--- src/rtl/osd_link_arbiter.sv ---
// osd_link_arbiter: message-atomic round-robin arbiter for the OSD byte link with strobe pacing and owner timeout
module osd_link_arbiter #(
   parameter int MIN_GAP = 2,
   parameter int TIMEOUT = 1024
) (
   input  logic        clk,
   input  logic        reset_n,
   input  logic [1:0]  req_valid,
   input  logic [1:0]  req_start,
   input  logic [1:0]  req_last,
   input  logic [15:0] req_data,
   output logic [1:0]  req_ready,
   output logic        osd_strobe,
   output logic        osd_start,
   output logic [7:0]  osd_data,
   output logic        owner,
   output logic        busy,
   output logic        err_drop
);
   typedef enum logic {IDLE, OWN} state_t;
   localparam logic [3:0]  GAP_RELOAD = 4'(MIN_GAP - 1);
   localparam logic [15:0] T_LIM = 16'((TIMEOUT > 0) ? TIMEOUT - 1 : 0);
   state_t      state;
   logic [3:0]  gap;
   logic [15:0] tcnt;
   logic [1:0]  cand, drop;
   logic        grant, gport, xfer, tout;
   always_comb begin
      cand = req_valid & req_start;
      drop = req_valid & ~req_start & ((state == OWN) ? {~owner, owner} : 2'b11);
      grant = (state == IDLE) && (cand != 2'b00);
      gport = (cand == 2'b11) ? ~owner : cand[1];
      xfer = (state == OWN) && req_valid[owner] && (gap == 4'd0);
      tout = (state == OWN) && !xfer && (TIMEOUT != 0) && (tcnt >= T_LIM);
      req_ready = reset_n ? (drop | ({owner, ~owner} & {2{xfer}})) : 2'b00;
   end
   always_ff @(posedge clk) begin
      if (!reset_n) begin
         state      <= IDLE;
         owner      <= 1'b1;
         gap        <= 4'd0;
         tcnt       <= 16'd0;
         osd_strobe <= 1'b0;
         osd_start  <= 1'b0;
         osd_data   <= 8'd0;
         err_drop   <= 1'b0;
      end else begin
         osd_strobe <= xfer;
         err_drop   <= (drop != 2'b00) || tout;
         gap        <= xfer ? GAP_RELOAD : ((gap != 4'd0) ? gap - 4'd1 : 4'd0);
         tcnt       <= (xfer || state == IDLE) ? 16'd0 : tcnt + 16'd1;
         if (xfer) begin
            osd_start <= req_start[owner];
            osd_data  <= owner ? req_data[15:8] : req_data[7:0];
         end
         if (grant) begin
            owner <= gport;
            state <= OWN;
         end else if ((xfer && req_last[owner]) || tout) begin
            state <= IDLE;
         end
      end
   end
   assign busy = (state == OWN);
endmodule

--- config.mk ---
export PLATFORM = sky130hd
export DESIGN_NAME = osd_link_arbiter
export DESIGN_NICKNAME = d
export VERILOG_FILES = /design/src/rtl/osd_link_arbiter.sv
export SDC_FILE = /design/constraint.sdc
export NUM_CORES = 1
export LEC_CHECK = 0
export BUFFER_PORTS_ARGS = -buffer_cell sky130_fd_sc_hd__buf_2
export CAP_MARGIN = 20
export CORE_ASPECT_RATIO = 0.7
export CORE_MARGIN = 4
export CORE_UTILIZATION = 56
export DETAILED_ROUTE_END_ITERATION = 10
export GPL_TIMING_DRIVEN = 0
export HOLD_SLACK_MARGIN = 0.06
export PLACE_DENSITY = 0.88
export RECOVER_POWER = 25
export SLEW_MARGIN = 20
export SYNTH_ARGS = -nofsm -noshare
export SYNTH_HDL_FRONTEND = slang
export SYNTH_SLANG_ARGS = --single-unit
--- constraint.sdc ---
create_clock -name clk -period 4.3 [get_ports clk]
set_input_delay 0.645 -clock clk [delete_from_list [all_inputs] [get_ports clk]]
set_output_delay 0.645 -clock clk [all_outputs]
set_load 0.05 [all_outputs]
==> results of run 1 <==
cells in the final DEF, fill, tap and decap left out, drive strengths merged, types with 2 or more instances in the layout:
| master | count |
|---|---|
| or3 | 6 |
| xnor2 | 9 |
| clkbuf | 18 |
| nor4 | 4 |
| o22ai | 2 |
| nand3 | 7 |
| and2 | 2 |
| buf | 34 |
| a31oi | 2 |
| nor2 | 19 |
| mux2i | 11 |
| a21oi | 6 |
| o211a | 9 |
| ha | 3 |
| xor2 | 3 |
| nor3 | 6 |
| dfxtp | 33 |
| o21ai | 3 |
| nand2 | 23 |
| nand2b | 2 |
| nand4 | 3 |
| inv | 6 |
layer usage:
metal / share of wire (%) / vias up / track usage [%]
li1: - / 692 / -
met1: 45 / 662 / 27.30
met2: 49 / 41 / 35.23
met3: 6.0 / 2 / 6.130
met4: 0.19 / 0 / 5.938
met5: 0 / - / 0
sequential cells by signal, summed over array words and instances, names as in the netlist:
signal      cells
err_drop        1
osd_start       1
owner           1
tcnt           16
busy            1
osd_data        8
gap             4
osd_strobe      1
critical path, delay by kind of cell, from the launching register on:
kind	cells	cell delay (ns)
DFF	1	0.32
adders and majority gates	1	0.21
buffers and inverters	2	0.34
and+or+nand+nor	3	0.95
AOI/OAI and AO/OA	1	0.13
layout make-up:
class | instances | area share, %
Multi-Input combinational cell | 128 | 44.80
Sequential cell | 33 | 35.46
Timing Repair Buffer | 37 | 9.402
Clock buffer | 7 | 4.634
Tap cell | 34 | 2.283
Buffer | 8 | 2.216
Inverter | 6 | 1.209
cell families (layout without fill, tap and decap cells):
family	Yosys count	count (layout)	synth area share (%)
AO/OA/AOI/OAI	25	25	12.10
XOR/XNOR	12	12	6.731
adder cells (fa/ha/maj)	3	3	2.404
buffers and inverters	14	58	4.086
flip-flops	33	33	42.31
multiplexers	12	12	7.773
AND/OR/NAND/NOR	76	76	24.60
power by group through the flow:
stage,combinational (uW),clock [uW],sequential [uW]
after detailed placement,286,0,372
final,277,234,365
after global placement,271,0,368
after CTS,288,237,365
after floorplan,163,0,427
after global routing,306,256,369
per-stage QoR:
step	cell area [um^2]	std cells	worst slack, ns	total power (uW)
after floorplan	1562	175	1.713	589.4
after global placement	1789	246	1.843	639.1
after detailed placement	1789	246	1.788	658.7
after CTS	1876	253	1.469	890.2
after global routing	1863	253	1.329	931.3
final	1863	253	1.421	876.3
final timing paths:
check                           startpoint      endpoint  slack (ns)  cells past startpoint
worst min register to register     tcnt[0]       tcnt[0]        0.46                      1
worst min-delay path               tcnt[0]       tcnt[0]        0.46                      1
worst max-delay path                gap[0]  req_ready[0]        1.42                      7
worst max register to register      gap[0]      tcnt[14]        2.44                      6
==> summary by stage, run 1 <==
Yosys
The synthesized design contains 0 enable-type register cells. Yosys attributes the largest share of cell area to sky130_fd_sc_hd__dfxtp_1, sky130_fd_sc_hd__mux2i_1, sky130_fd_sc_hd__o211a_1, sky130_fd_sc_hd__nand2_1, sky130_fd_sc_hd__xnor2_1. The total of flip-flops plus latches after synthesis is 33. The top cell type by area accounts for 42.31% of the synthesized area.

Synthesis produced 175 cells. The proportion of register bits with asynchronous set or reset after synthesis is 0%. The number of nets produced by synthesis is 202. The synthesized area per cell is between 8 and 9 um^2.

After synthesis, the most frequently instantiated cells are sky130_fd_sc_hd__dfxtp_1, sky130_fd_sc_hd__nand2_1, sky130_fd_sc_hd__nor2_1, sky130_fd_sc_hd__mux2i_1. The warning count from the yosys run is 0. Sequential elements use 42.31% of the synthesized area. The top flip-flop cell by instance count after synthesis is sky130_fd_sc_hd__dfxtp_1. The number of distinct standard cells referenced by the synthesized netlist is 35. The biggest area consumer among synthesized cells is sky130_fd_sc_hd__dfxtp_1. The post-synthesis instance area is ~1600 um^2. The most common cell in the netlist is sky130_fd_sc_hd__dfxtp_1.

Floorplanning
In this run the count of I/O pins placed on the die edge is 39. Once the floorplan was initialized, standard cells occupied 61.18% of the core. The floorplan die width is 71.12 um. The floorplan step set the die height to ~52 um. The area of the placeable core is 2552 um^2.

The number of placement rows is 15. The floorplan step defined a die boundary enclosing 3711 um^2.

Clock tree
The maximum root-to-sink buffer count is 2. In this run, post-CTS repair resized a total of 0 instances. In this run the clock root is driven by a sky130_fd_sc_hd__clkbuf_8. The number of H-tree branching levels is 2. The number of hold buffers added after CTS was 0. The total number of clock tree sinks is 33. The clock network latency to the later pin of the worst-skew pair is 0.29 ns. The number of setup buffers added after CTS is 0. TritonCTS built the clock tree.

The post-CTS clock slew at the launch and capture registers of the worst setup and hold paths is 0.06 ns. The number of CTS-inserted buffers is 5.

Global route
The total global routing overflow is 0. The largest net degree at the start of global routing is 11. The number of global-route vias before repair is 1368. The first global-routing pass estimated roughly 6.2 mm of wire.

The initial antenna violation count came to 0. For this run, the total global-route usage over all layers was measured as 21.28%.

Drt
The post-detailed-route via-to-cell ratio is ~5.5. The total iterations of the first detailed-routing run is 4. The count of vias placed by the detailed router is between 1000 and 1500.

The DRC violation total after the first TritonRoute iteration is 123. The routed wire length per instance is 14.36 um. The count of nets left with antenna violations once routing finished came out at 0. After detailed routing, the number of remaining DRC violations is 0. Wires add up to 3.633 mm.

Finish
The final-layout fill cell count is 204. Across the whole layout, storage elements account for 660.6 um^2. The share of final-layout standard cells stronger than drive strength 1 is 21.92%. Cells fill 72.99% of the core in the end. Summing all multi-input logic gate instances after layout gives 834.6 um^2.

The repair_antennas step left the layout with diodes totalling 0. For this run, the post-layout net count is 246. Relative to the synthesized area, the layout overhead comes to 19.31%.

Setup path
The signal on the critical path passes through inv_1, ha_1, or3b_1, or3_1, o22ai_1, and2_1, buf_2. Among all stages on the critical path, the largest delay is contributed by sky130_fd_sc_hd__or3b_1. The kind of critical path is reg -> out. The data arrival time at the worst-slack endpoint is 2.23 ns. The worst setup path is launched from a flip-flop. Data on the critical path is required at its endpoint by about 3.7 ns. The biggest fanout along the worst timing path is 4. For this run, the slowest stage of the critical path takes 0.45 ns. STA classifies the critical path endpoint as a primary output.

Flow run
The max-capacitance violation count is 0.

Pwr
The maximum ir drop on the vdd rail is 0.0002601 V. The clock power share is about a quarter. The areal power density over the cells is around 470 nW/um^2.

Cell internal power was estimated by the tool at 566.7 uW. The switching power as a share of total power is 35.33%. The register share of total power is 41.6%.

The share of total power dissipated in combinational logic is a little under a third. The static leakage is 0.0008886 uW. For this design the total switching power over the nets is around 310 uW.

STA
For this run, the top clock speed supported by timing is 347.3 MHz. Setup repair after global routing left no endpoint under its margin. The final-layout setup total negative slack is 0 ns.

The actual slew at the worst max-slew pin is 0.6064 ns. On the final layout, the worst clock skew is 0.01105 ns. Final hold analysis gives a worst-case slack of 0.4589 ns. The count of endpoints failing hold in the final timing report was 0. The post-route clock period utilization is 66.96%. The shortest clock period the worst path allows after layout is around 2.9 ns. The count of final max-slew check failures came to 0. The final count of negative-setup-slack endpoints is 0.

The tightest slew margin relative to the limit is around three fifths.

Placement
The congestion estimate from routability-driven global placement came to 0.8627. The total of buffers placed on input and output ports is 37. The placed wire-length estimate after detailed placement is 2.715 mm.

Outcome
The flow ran to the end, and the final reports show no timing, DRC or antenna violations.

Min path
The class of the worst hold path is reg -> reg.
Note: power is estimated with default switching activity, not from simulation.
==> inputs of run 2 (changes only) <==
--- a/config.mk
+++ b/config.mk
@@ -5,15 +5,16 @@
 export SDC_FILE = /design/constraint.sdc
 export NUM_CORES = 1
 export LEC_CHECK = 0
+export ABC_AREA = 1
 export BUFFER_PORTS_ARGS = -buffer_cell sky130_fd_sc_hd__buf_2
 export CAP_MARGIN = 20
 export CORE_ASPECT_RATIO = 0.7
 export CORE_MARGIN = 4
-export CORE_UTILIZATION = 56
+export CORE_UTILIZATION = 47
 export DETAILED_ROUTE_END_ITERATION = 10
 export GPL_TIMING_DRIVEN = 0
 export HOLD_SLACK_MARGIN = 0.06
-export PLACE_DENSITY = 0.88
+export PLACE_DENSITY = 0.79
 export RECOVER_POWER = 25
 export SLEW_MARGIN = 20
 export SYNTH_ARGS = -nofsm -noshare
==> constraint.sdc (replaced) <==
create_clock -name clk -period 2.35 [get_ports clk]
set_input_delay 0.3525 -clock clk [delete_from_list [all_inputs] [get_ports clk]]
set_output_delay 0.3525 -clock clk [all_outputs]
set_load 0.05 [all_outputs]
==> summary by stage, run 2 <==
Setup path
The number of cell instances on the worst register-to-register path is 8 (+2). STA classifies the critical path startpoint as a flip-flop. The critical path endpoint category is a primary output. The worst reg-to-reg setup slack was 0.91 ns (-1.53 ns). The biggest fanout along the worst timing path is 10 (+6). The kind of critical path is reg -> out. The data required time of the worst path was 2.00 ns (-1.65 ns). The data arrival time at the worst-slack endpoint is 1.81 ns (-0.42 ns). The endpoint of the worst-slack reg-to-reg timing path is busy. The reg-to-reg startpoint is tcnt[0].

Drt
The total wire length is 3.589 mm (-1.2%). The post-detailed-route via-to-cell ratio is 4.767 (-14%). The total iterations of the first detailed-routing run was 4 (unchanged).

The count of vias placed by the detailed router is 1554 (+11%). The routed wire length per instance is 11.01 um (-23%). The DRC violation total after the first TritonRoute iteration is 128 (+4.1%). The number of design rule violations left after detail routing is 0 (unchanged). The count of nets left with antenna violations after detail routing is 0 (unchanged).

STA
The count of endpoints failing hold in the final timing report was 0 (unchanged). Setup repair after global routing left no endpoint under its margin. The tightest slew margin relative to the limit is 59.00% (-0.75 points). In the finished design, the share of the clock period the worst path needs comes to between 90% and 100%.

The actual slew at the worst max-slew pin is 0.6176 ns (+0.01124 ns). The final setup slack of the worst path is 0.1891 ns (-1.231 ns). For this run, the top clock speed supported by timing is 462.8 MHz. The final-layout setup total negative slack is 0 ns (unchanged). The count of final max-slew check failures came to 0 (unchanged). The worst hold slack came to 0.3988 ns (-0.06002 ns).

The largest clock skew in the final design is 0.003453 ns (-0.007598 ns). For the finished layout, the period the worst path requires is 2.161 ns. The final count of negative-setup-slack endpoints is 0 (unchanged).

Clock tree
The tree is rooted in a sky130_fd_sc_hd__clkbuf_8. The post-CTS clock slew at the launch and capture registers of the worst setup and hold paths is 0.07 ns (about the same). The count of cells resized by post-cts repair is 0 (unchanged). The hold-fix buffer count after cts is 0 (unchanged). The total number of clock tree sinks is 33 (unchanged). The clock network latency to the later pin of the worst-skew pair was 0.28 ns (about the same). The number of CTS-inserted buffers is 5 (unchanged). The number of buffers inserted by post-CTS setup repair came to 0 (unchanged).

The maximum root-to-sink buffer count is 2 (unchanged). The number of H-tree branching levels is 2 (unchanged). The TritonCTS clock tree is built.

Yosys
Of all cell types, the one taking the most synthesized area is sky130_fd_sc_hd__dfxtp_1. The number of nets produced by synthesis is 260 (+29%). The number of cells produced by synthesis is 233 (+33%).

The proportion of register bits with asynchronous set or reset after synthesis is 0% (unchanged). The share of the synthesized area in the top cell type is 40.49% (-1.8 points). After synthesis, the most frequently instantiated cells are sky130_fd_sc_hd__nand2_1, sky130_fd_sc_hd__dfxtp_1, sky130_fd_sc_hd__a21oi_1, sky130_fd_sc_hd__inv_1, sky130_fd_sc_hd__nor2_1. The synthesized area per cell was 7.002 um^2 (-22%).

The part of the Yosys area used for sequential elements is 40.49% (-1.8 points). In the post-synthesis netlist, the biggest area contributors are sky130_fd_sc_hd__dfxtp_1, sky130_fd_sc_hd__nand2_1, sky130_fd_sc_hd__a21oi_1, sky130_fd_sc_hd__inv_1, sky130_fd_sc_hd__nor2_1. The warning count from the yosys run is 0 (unchanged). The number of distinct standard cells referenced by the synthesized netlist is 29 (-17%). The most common cell in the synthesized netlist is sky130_fd_sc_hd__nand2_1. The number of enable-type register cells in the synthesized netlist was 0 (unchanged). The post-synthesis instance area is 1632 um^2 (+4.5%). The top flip-flop cell by instance count after synthesis is sky130_fd_sc_hd__dfxtp_1. The total of flip-flops plus latches after synthesis is 33 (unchanged).

Finish
The largest registers in the layout are tcnt x16, osd_data x8, gap x4. The register with the most flip-flops in the final layout is tcnt. The area added between synthesis and finish is 21.17%. In the layout the commonest cells are sky130_fd_sc_hd__nand2_1, sky130_fd_sc_hd__dfxtp_1, sky130_fd_sc_hd__buf_2. The total inserted antenna cells is 0 (unchanged).

The count of placed standard cells in the final layout, fillers left out was 326 (+29%). The number of flip-flops in the largest register came to 16 (unchanged). The total number of nets in the final design came to 305 (+24%).

The most common library cell in the layout ignoring fill and taps is sky130_fd_sc_hd__nand2_1. The share of the core filled with cells is 61.15% (-12 points). The share of final-layout standard cells stronger than drive strength 1 is 21.51% (-0.41 points).

Floorplanning
The area of the die is 4493 um^2 (+21%). The starting density of the core is 50.46% (-11 points). The die boundary height is 57.30 um (+9.8%). The number of placement rows is 17 (+2). The top-level port count was 39 (unchanged).

The floorplan die width is 78.42 um (+10%). The area of the placeable core is 3233 um^2 (+27%).

Pwr
The net switching power was 513.5 uW (+66%). The register share of total power is 43.8% (+2.2 points). The switching power as a share of total power is 34.85% (-0.47 points). The cell-internal power came to 959.8 uW (+69%). The clock power share is 27.7% (+1.0 points). The combinational share of power was 28.5% (-3.1 points). The static leakage is 0.0008295 uW (-6.6%). The maximum ir drop on the vdd rail was 0.0006141 V (+140%). The areal power density over the cells is 745.3 nW/um^2 (+58%).

Global route
The largest net degree at the start of global routing is 12 (+1). The number of global-route vias before repair was 1385 (+1.2%). The overall fraction of global-route tracks in use is 17.48% (-3.8 points). The total global routing overflow is 0 (unchanged).

The initial antenna violation count came to 0 (unchanged). The first-pass GRT wire length is 6.210 mm (about the same).

Placement
The number of placed instances, taps included is 318 (+29%). The placed wire-length estimate after detailed placement is 2.707 mm (-0.27%). The setup slack after placement is 0.3960 ns (-1.392 ns). The total of buffers placed on input and output ports came to 38 (+2.7%).

The weighted congestion at the end of routability-driven global placement is 0.9184 (+6.5%).

Min path
The class of the worst hold path is in -> reg. The beginning of the worst hold path is reset_n. The worst hold path depth is 3 (+2).

The worst min-delay path endpoint is tcnt[9].

Flow run
The max-capacitance violation count is 0 (unchanged).

Outcome
The flow ran to the end, and the final reports show no timing, DRC or antenna violations.
run 2: changes by cell type after synthesis, moves of 4 or more:
cell / previous run / this run
sky130_fd_sc_hd__a21oi_1: 6 / 20
sky130_fd_sc_hd__inv_1: 6 / 19
sky130_fd_sc_hd__mux2i_1: 11 / 0
sky130_fd_sc_hd__nand2_1: 23 / 83
sky130_fd_sc_hd__nand3_1: 7 / 11
sky130_fd_sc_hd__nor2_2: 0 / 6
sky130_fd_sc_hd__nor4_1: 4 / 0
sky130_fd_sc_hd__o211a_1: 9 / 0
sky130_fd_sc_hd__or3_1: 4 / 0
sky130_fd_sc_hd__xnor2_1: 9 / 3
run 2: metrics by stage:
step           area, um^2  power, uW
5_1_grt              1977       1577
3_3_place_gp         1888       1059
6_report             1977       1473
2_1_floorplan        1639      974.6
4_1_cts              1974       1486
3_5_place_dp         1888       1070
run 2: metal layers:
| metal | wire length, um | global-route usage [%] |
|---|---|---|
| met5 | 0 | 0 |
| met4 | 14 | 5.985 |
| met3 | 158 | 4.890 |
| met2 | 1649 | 26.46 |
| met1 | 1767 | 24.10 |
run 2: layout make-up:
class	instances	area (um^2)
Fill cell	317	1256
Clock inverter	3	17.52
Clock buffer	5	68.82
Multi-Input combinational cell	172	850.8
Sequential cell	33	660.6
Buffer	7	51.30
Inverter	21	78.83
Tap cell	47	58.81
Timing Repair Buffer	38	190.2
run 2: how the worst max path moves through the flow:
stage,startpoint,end,slack (ns)
floorplan,owner,req_ready[1],0.16
global placement,gap[0],req_ready[0],0.42
detailed placement,gap[0],req_ready[0],0.40
CTS,gap[0],req_ready[0],0.07
global route,gap[0],req_ready[1],0.008
finish,gap[0],req_ready[0],0.19
run 2: cells by family (layout without fill, tap and decap cells):
group | count (synthesis) | count (layout) | share of synthesized area (%)
simple gates | 133 | 133 | 35.12
flops | 33 | 33 | 40.49
fa+ha+maj | 3 | 3 | 2.301
compound gates | 29 | 29 | 10.35
buf+inv | 28 | 74 | 7.975
xor+xnor | 7 | 7 | 3.758
run 2: critical path: stages, from the launching register on:
cell	delay, ns
sky130_fd_sc_hd__dfxtp_1	0.31
sky130_fd_sc_hd__inv_1	0.11
sky130_fd_sc_hd__ha_1	0.18
sky130_fd_sc_hd__nand2_1	0.10
sky130_fd_sc_hd__nor2_4	0.15
sky130_fd_sc_hd__nand2_2	0.09
sky130_fd_sc_hd__inv_2	0.06
sky130_fd_sc_hd__buf_4	0.15
sky130_fd_sc_hd__nand2_1	0.07
sky130_fd_sc_hd__a21oi_2	0.14
sky130_fd_sc_hd__buf_6	0.17
run 2: power by group through the flow:
stage,clock network [uW],registers (uW),logic (uW)
2_1_floorplan,0,711,264
6_report,408,645,420
3_3_place_gp,0,656,403
3_5_place_dp,0,657,413
5_1_grt,451,653,473
4_1_cts,422,645,419
